===== src/rtl/wb_rr_arbiter.sv =====
// Round-robin Wishbone arbiter: N_INIT initiators share one target bus.
// It also has a stb-to-ack watchdog that aborts a stalled cycle and masks its initiator.
module wb_rr_arbiter #(
   parameter int N_INIT     = 4,
   parameter int ADDR_WIDTH = 32,
   parameter int DATA_WIDTH = 32,
   parameter int TIMEOUT    = 16
) (
   input  logic                             clock,
   input  logic                             reset,
   input  logic [N_INIT-1:0]                i_cyc,
   input  logic [N_INIT-1:0]                i_stb,
   input  logic [N_INIT-1:0]                i_we,
   input  logic [N_INIT*ADDR_WIDTH-1:0]     i_adr,
   input  logic [N_INIT*DATA_WIDTH-1:0]     i_dat_w,
   input  logic [N_INIT*DATA_WIDTH/8-1:0]   i_sel,
   output logic [N_INIT-1:0]                i_ack,
   output logic [N_INIT-1:0]                i_err,
   output logic [DATA_WIDTH-1:0]            i_dat_r,
   output logic                             t_cyc,
   output logic                             t_stb,
   output logic                             t_we,
   output logic [ADDR_WIDTH-1:0]            t_adr,
   output logic [DATA_WIDTH-1:0]            t_dat_w,
   output logic [DATA_WIDTH/8-1:0]          t_sel,
   input  logic                             t_ack,
   input  logic [DATA_WIDTH-1:0]            t_dat_r,
   output logic [N_INIT-1:0]                gnt
);

   localparam int SW = DATA_WIDTH / 8;
   localparam int IW = (N_INIT > 1) ? $clog2(N_INIT) : 1;

   typedef enum logic [1:0] {IDLE, BUSY, ABORT} state_t;

   state_t              state_q, state_d;
   logic [N_INIT-1:0]   gnt_q, gnt_d;
   logic [IW-1:0]       gidx_q, gidx_d;
   logic [IW-1:0]       last_q, last_d;
   logic [7:0]          wait_q, wait_d;
   logic [N_INIT-1:0]   mask_q, mask_d;

   logic [N_INIT-1:0]   elig;
   logic                found;
   logic [IW-1:0]       pick;
   logic [IW-1:0]       cand;

   always_ff @(posedge clock) begin
      if (reset) begin
         state_q <= IDLE;
         gnt_q   <= '0;
         gidx_q  <= '0;
         last_q  <= IW'(N_INIT - 1);
         wait_q  <= '0;
         mask_q  <= '0;
      end else begin
         state_q <= state_d;
         gnt_q   <= gnt_d;
         gidx_q  <= gidx_d;
         last_q  <= last_d;
         wait_q  <= wait_d;
         mask_q  <= mask_d;
      end
   end

   // Rotating priority: first eligible requester after the last one served.
   always_comb begin
      elig  = i_cyc & ~mask_q;
      found = 1'b0;
      pick  = last_q;
      cand  = '0;
      for (int i = 1; i <= N_INIT; i++) begin
         cand = IW'((int'(last_q) + i) % N_INIT);
         if (!found && elig[cand]) begin
            found = 1'b1;
            pick  = cand;
         end
      end
   end

   always_comb begin
      state_d = state_q;
      gnt_d   = gnt_q;
      gidx_d  = gidx_q;
      last_d  = last_q;
      wait_d  = '0;
      mask_d  = mask_q & i_cyc;
      case (state_q)
         IDLE: begin
            if (found) begin
               state_d     = BUSY;
               gidx_d      = pick;
               gnt_d       = '0;
               gnt_d[pick] = 1'b1;
            end
         end
         BUSY: begin
            if (!i_cyc[gidx_q]) begin
               state_d = IDLE;
               last_d  = gidx_q;
               gnt_d   = '0;
            end else if (i_stb[gidx_q] && !t_ack) begin
               // An ack on the terminal-count cycle never reaches this branch, so it wins.
               if (wait_q == 8'(TIMEOUT - 1)) state_d = ABORT;
               else                           wait_d  = wait_q + 8'd1;
            end
         end
         ABORT: begin
            state_d        = IDLE;
            last_d         = gidx_q;
            gnt_d          = '0;
            mask_d[gidx_q] = 1'b1;
         end
         default: state_d = IDLE;
      endcase
   end

   always_comb begin
      t_cyc   = 1'b0;
      t_stb   = 1'b0;
      t_we    = 1'b0;
      t_adr   = '0;
      t_dat_w = '0;
      t_sel   = '0;
      i_ack   = '0;
      i_err   = '0;
      case (state_q)
         BUSY: begin
            t_cyc         = i_cyc[gidx_q];
            t_stb         = i_stb[gidx_q];
            t_we          = i_we[gidx_q];
            t_adr         = i_adr[int'(gidx_q)*ADDR_WIDTH +: ADDR_WIDTH];
            t_dat_w       = i_dat_w[int'(gidx_q)*DATA_WIDTH +: DATA_WIDTH];
            t_sel         = i_sel[int'(gidx_q)*SW +: SW];
            i_ack[gidx_q] = t_ack;
         end
         ABORT:   i_err = gnt_q;
         default: ;
      endcase
   end

   assign gnt     = gnt_q;
   assign i_dat_r = t_dat_r;

endmodule


===== config.mk =====
export PLATFORM = sky130hd
export DESIGN_NAME = wb_rr_arbiter
export DESIGN_NICKNAME = d
export VERILOG_FILES = /design/src/rtl/wb_rr_arbiter.sv
export SDC_FILE = /design/constraint.sdc
export NUM_CORES = 1
export LEC_CHECK = 0
export BUFFER_PORTS_ARGS = -buffer_cell sky130_fd_sc_hd__buf_2
export CELL_PAD_IN_SITES_DETAIL_PLACEMENT = 1
export CELL_PAD_IN_SITES_GLOBAL_PLACEMENT = 2
export CORE_AREA = 2 2 170 172
export CTS_BUF_LIST = sky130_fd_sc_hd__clkbuf_16
export DETAILED_ROUTE_END_ITERATION = 12
export DIE_AREA = 0 0 172 174
export PLACE_DENSITY_LB_ADDON = 0.1
export SYNTH_ARGS = -nofsm -noshare
export SYNTH_HDL_FRONTEND = slang
export SYNTH_SLANG_ARGS = --single-unit

===== constraint.sdc =====
create_clock -name clock -period 4.6 [get_ports clock]
set_clock_uncertainty 0.1 [all_clocks]
set_input_delay 0.92 -clock clock [delete_from_list [all_inputs] [get_ports clock]]
set_output_delay 0.92 -clock clock [all_outputs]
set_load 0.005 [all_outputs]

==> results.md <==
- The run finished with clean final reports.
- Counting instances, the worst hold path has a depth of 1.
- The number of remaining DRC errors is 0.
- The switching portion of total power is around a third.
- The synthesized net count is around 650.
- The number of flops mapped to enable cells by yosys is 0.
- The number of cells on the worst reg-to-reg path is 6.
- The sequential area share after synthesis is 12.6%.
- The floorplan step defined a die boundary enclosing 29,900 µm².
- The iteration count of the initial detailed-routing pass is 4.
- Leaving out fill and tap cells, the most frequent cells in the layout are 369 x sky130_fd_sc_hd__buf_2, 74 x sky130_fd_sc_hd__and2_1, 71 x sky130_fd_sc_hd__mux4_2.
- STA classifies the critical path startpoint as a flip-flop.
- Yosys printed 0 warnings.
- The terminating pin of the worst hold path is wait_q[0].
- The maximum frequency from static timing analysis is 0.307 GHz.
- The detailed placement HPWL is 18,700 µm.
- The area fraction of the dominant cell type after synthesis is 45.7%.
- Data arrives at the worst endpoint at 2230 ps.
- Clock-pin slew was measured on the worst setup and hold paths at 70 ps.
- The residual antenna-violating net count after detailed routing is 0.
- Summed over all layers, the global routing overflow is 0.
- The launch point of the worst hold path is wait_q[0].
- By area the synthesized netlist is led by sky130_fd_sc_hd__mux4_2 46%, sky130_fd_sc_hd__and2_1 13%, sky130_fd_sc_hd__dfxtp_1 13%.
- The cell leakage power is around 2.7 nW.
- During placement, the flow inserted port buffers numbering 369.
- In this run the critical register-to-register path is launched from gidx_q[1].
- In this run, the clock network consumes 20.1% of the power.
- The number of gates resized after CTS is 0.
- The gate count of the mapped netlist is 328.
- The via count normalized by instance count is between 3 and 4.
- The net count reported at finish is 973.
- The total count of max-transition violations in the final report was 0.
- TritonCTS built the clock tree.
- The sum of buffers and inverters on the critical path is 2.
- After the flow finishes, the layout carries non-filler instances totaling around 1,000.
- The data required time of the worst path is 3580 ps.
- The largest fanout of any net on the critical path is 52.
- The share of power burned in combinational logic is 59.6%.
- The endpoint kind of the worst setup timing path is an output pin.
- The final wirelength is 21,300 µm.
- The completed layout was analyzed and its total power is roughly 1.3 mW.
- The internal power of the cells totals 0.813 mW.
- The number of hold buffers added after CTS was 0.
- The slew at the pin closest to its max-slew limit is between 700 and 800 ps.
- For the worst-skew pair, the clock arrives at the later sink with an insertion delay of 260 ps.
- The die is 172 µm wide.
- Including well taps, the total number of placed cells is 1,028.
- The sequential cell fraction of total power is between 20% and 30%.
- The number of rows in the core area is 62.
- For this run, the slowest stage of the critical path takes 850 ps.
- In this run the critical register-to-register path is captured at gnt[1].
- The worst pin sits at a relative slew slack of 48.5%.
- The max capacitance violation total is 0.
- The fraction of final layout cells with drive strength greater than 1 is 70.7%.
- Setup repair after global routing left no endpoint under its margin.
- The worst-path cell with the longest stage delay is sky130_fd_sc_hd__dfxtp_4.
- The via count of the first global-routing pass was 4,392.
- Setup violations remaining at the end of the flow were counted as 0.
- The library cell used as clock root buffer is sky130_fd_sc_hd__clkbuf_16.
- From synthesis to final layout, the design area changed by 61.7%.
- CTS built an H-tree with a depth of 1.
- The power density over cell area is 221 nW/µm².
- The post-synthesis instance area is 3500 µm².
- The worst path uses 70.8% of the clock period.
- The worst path in the final design needs a cycle of about 3300 ps, including I/O delays and setup.
- The initial core utilization is 12.4%.
- Buffers added to address setup during post-CTS repair amount to 0.
- The initial antenna violation count is 8.
- In this run the register-to-register setup slack is 1950 ps.
- The number of unique standard cell types used by synthesis is 39.
- The sink count of the clock tree is 22.
- The maximum number of pins on one net before global-route repair is 53.
- The core region is 28,200 µm².
- The total count of hold-check failures in the final report is 0.
- The flop and latch count out of synthesis is 22.
- The clock passes through at most 2 buffers.
- The via count is 4,073.
- After detailed routing, the average wire length per cell comes to 20.6 µm.
- Prior to clock tree synthesis, the placed netlist has a worst setup slack of 1550 ps.
- The average instance in the mapped netlist occupies 10.7 µm².
- The signal on the critical path passes through buf_4 > mux4_2 > and2_1 > buf_2.
- Across the VDD grid, the largest voltage drop is 194 µV.
- The top-level port count is around 430.
- The switching power is 0.439 mW.
- The biggest area contributor in the post-synthesis netlist is sky130_fd_sc_hd__mux4_2.
- The global-route wire length before repair is approximately 29,000 µm.
- The library cell used most frequently in the layout, excluding fill and tap cells, is sky130_fd_sc_hd__buf_2.
- The cell area after placement is 5540 µm².
- The share of async-settable or async-resettable flops after synthesis is 0%.
- The layout has 3,418 filler cells.
- The number of clock buffers added by TritonCTS is 3.
- After layout, the worst setup slack is around 1300 ps.
- For this block, the initial DRC count from the detailed router was between 100 and 150.
- The min-delay analysis places its worst path in the category reg -> reg.
- The category of the most critical setup path is reg -> out.
- The kind of cell adding the most delay to the critical path is flip-flops.
- The global placer's final weighted congestion is 0.821.
- Measured along the y axis, the die boundary spans 174 µm.
- The overall global routing resource usage is approximately 13%.
- The finished cells cover 5650 µm².
- The most used flip-flop cell after synthesis is sky130_fd_sc_hd__dfxtp_1.
- For the final routed database, the setup TNS stands at 0 ps.
[cells in the mapped netlist (2+ instances only)]
library cell,number
sky130_fd_sc_hd__and2_1,74
sky130_fd_sc_hd__mux4_2,71
sky130_fd_sc_hd__buf_4,32
sky130_fd_sc_hd__nor2_1,24
sky130_fd_sc_hd__dfxtp_1,22
sky130_fd_sc_hd__clkbuf_1,16
sky130_fd_sc_hd__nand2_1,9
sky130_fd_sc_hd__buf_2,8
sky130_fd_sc_hd__inv_1,8
sky130_fd_sc_hd__ha_1,5
sky130_fd_sc_hd__nand2b_1,5
sky130_fd_sc_hd__nand3_1,5
sky130_fd_sc_hd__a21oi_1,4
sky130_fd_sc_hd__nor2b_1,4
sky130_fd_sc_hd__o32ai_1,4
sky130_fd_sc_hd__xnor2_1,4
sky130_fd_sc_hd__buf_1,3
sky130_fd_sc_hd__mux2i_1,3
sky130_fd_sc_hd__o22ai_1,3
sky130_fd_sc_hd__a32oi_1,2
sky130_fd_sc_hd__nor3_1,2
sky130_fd_sc_hd__o21ai_0,2
sky130_fd_sc_hd__xor2_1,2
[registers in the layout (all words and copies together), names as in the netlist]
register and count:
wait_q 8, gnt 4, mask_q 4, gidx_q 2, last_q 2, state_q 2
[cells by family (layout without fill, tap and decap cells)]
group | Yosys count | after routing | share of synthesized area, %
AOI/OAI and AO/OA | 21 | 21 | 4.72
xor gates and xnor gates | 6 | 6 | 1.50
adders and majority gates | 5 | 5 | 1.79
buffers and inverters | 69 | 389 | 11.4
DFF | 22 | 22 | 12.6
muxes | 74 | 74 | 46.6
other | 0 | 5 | 0
and+or+nand+nor | 131 | 131 | 21.4
[power groups by stage]
stage | Clock, mW | Combinational, mW | Sequential, mW
2_1_floorplan | 0 | 0.486 | 0.214
3_3_place_gp | 0 | 0.758 | 0.261
3_5_place_dp | 0 | 0.767 | 0.262
4_1_cts | 0.259 | 0.771 | 0.258
5_1_grt | 0.267 | 0.816 | 0.262
6_report | 0.252 | 0.746 | 0.254
[stage by stage]
stage / utilization [%] / hold WS [ps]
final: 20.0 / 343
after global routing: 20.0 / 365
after CTS: 20.0 / 347
after detailed placement: 19.6 / 335
after global placement: 19.6 / 327
after floorplan: - / 313
[layout make-up]
class | count | area [µm²] | area share (%)
Antenna cell | 5 | 12.5 | 0.221
Clock buffer | 3 | 75.1 | 1.33
Clock inverter | 1 | 30.0 | 0.531
Inverter | 9 | 36.3 | 0.642
Multi-Input combinational cell | 237 | 2660 | 47.0
Sequential cell | 22 | 448 | 7.92
Tap cell | 384 | 480 | 8.50
Timing Repair Buffer | 376 | 1910 | 33.8
[worst max-delay path by stage]
stage                    from        to  slack (ps)  cells past startpoint
finish              gidx_q[1]     t_stb        1350                      4
global route        gidx_q[1]     t_stb        1200                      4
CTS                 gidx_q[1]     t_stb        1260                      4
detailed placement  gidx_q[1]     t_stb        1550                      4
global placement    gidx_q[1]     t_stb        1570                      4
floorplan           gidx_q[0]  t_adr[0]        1900                      5
[per-layer routing]
| metal | vias to the layer above | share of wire, % | track usage, % | wire length [µm] |
|---|---|---|---|---|
| met1 | 2024 | 37 | 15.0 | 7930 |
| li1 | 1849 | - | - | - |
| met2 | 176 | 54 | 25.6 | 11600 |
| met3 | 18 | 7.1 | 2.73 | 1520 |
| met5 | - | 0.22 | 0 | 46 |
| met4 | 6 | 1.1 | 2.87 | 229 |
No activity file was read; power rests on OpenSTA's default activity.
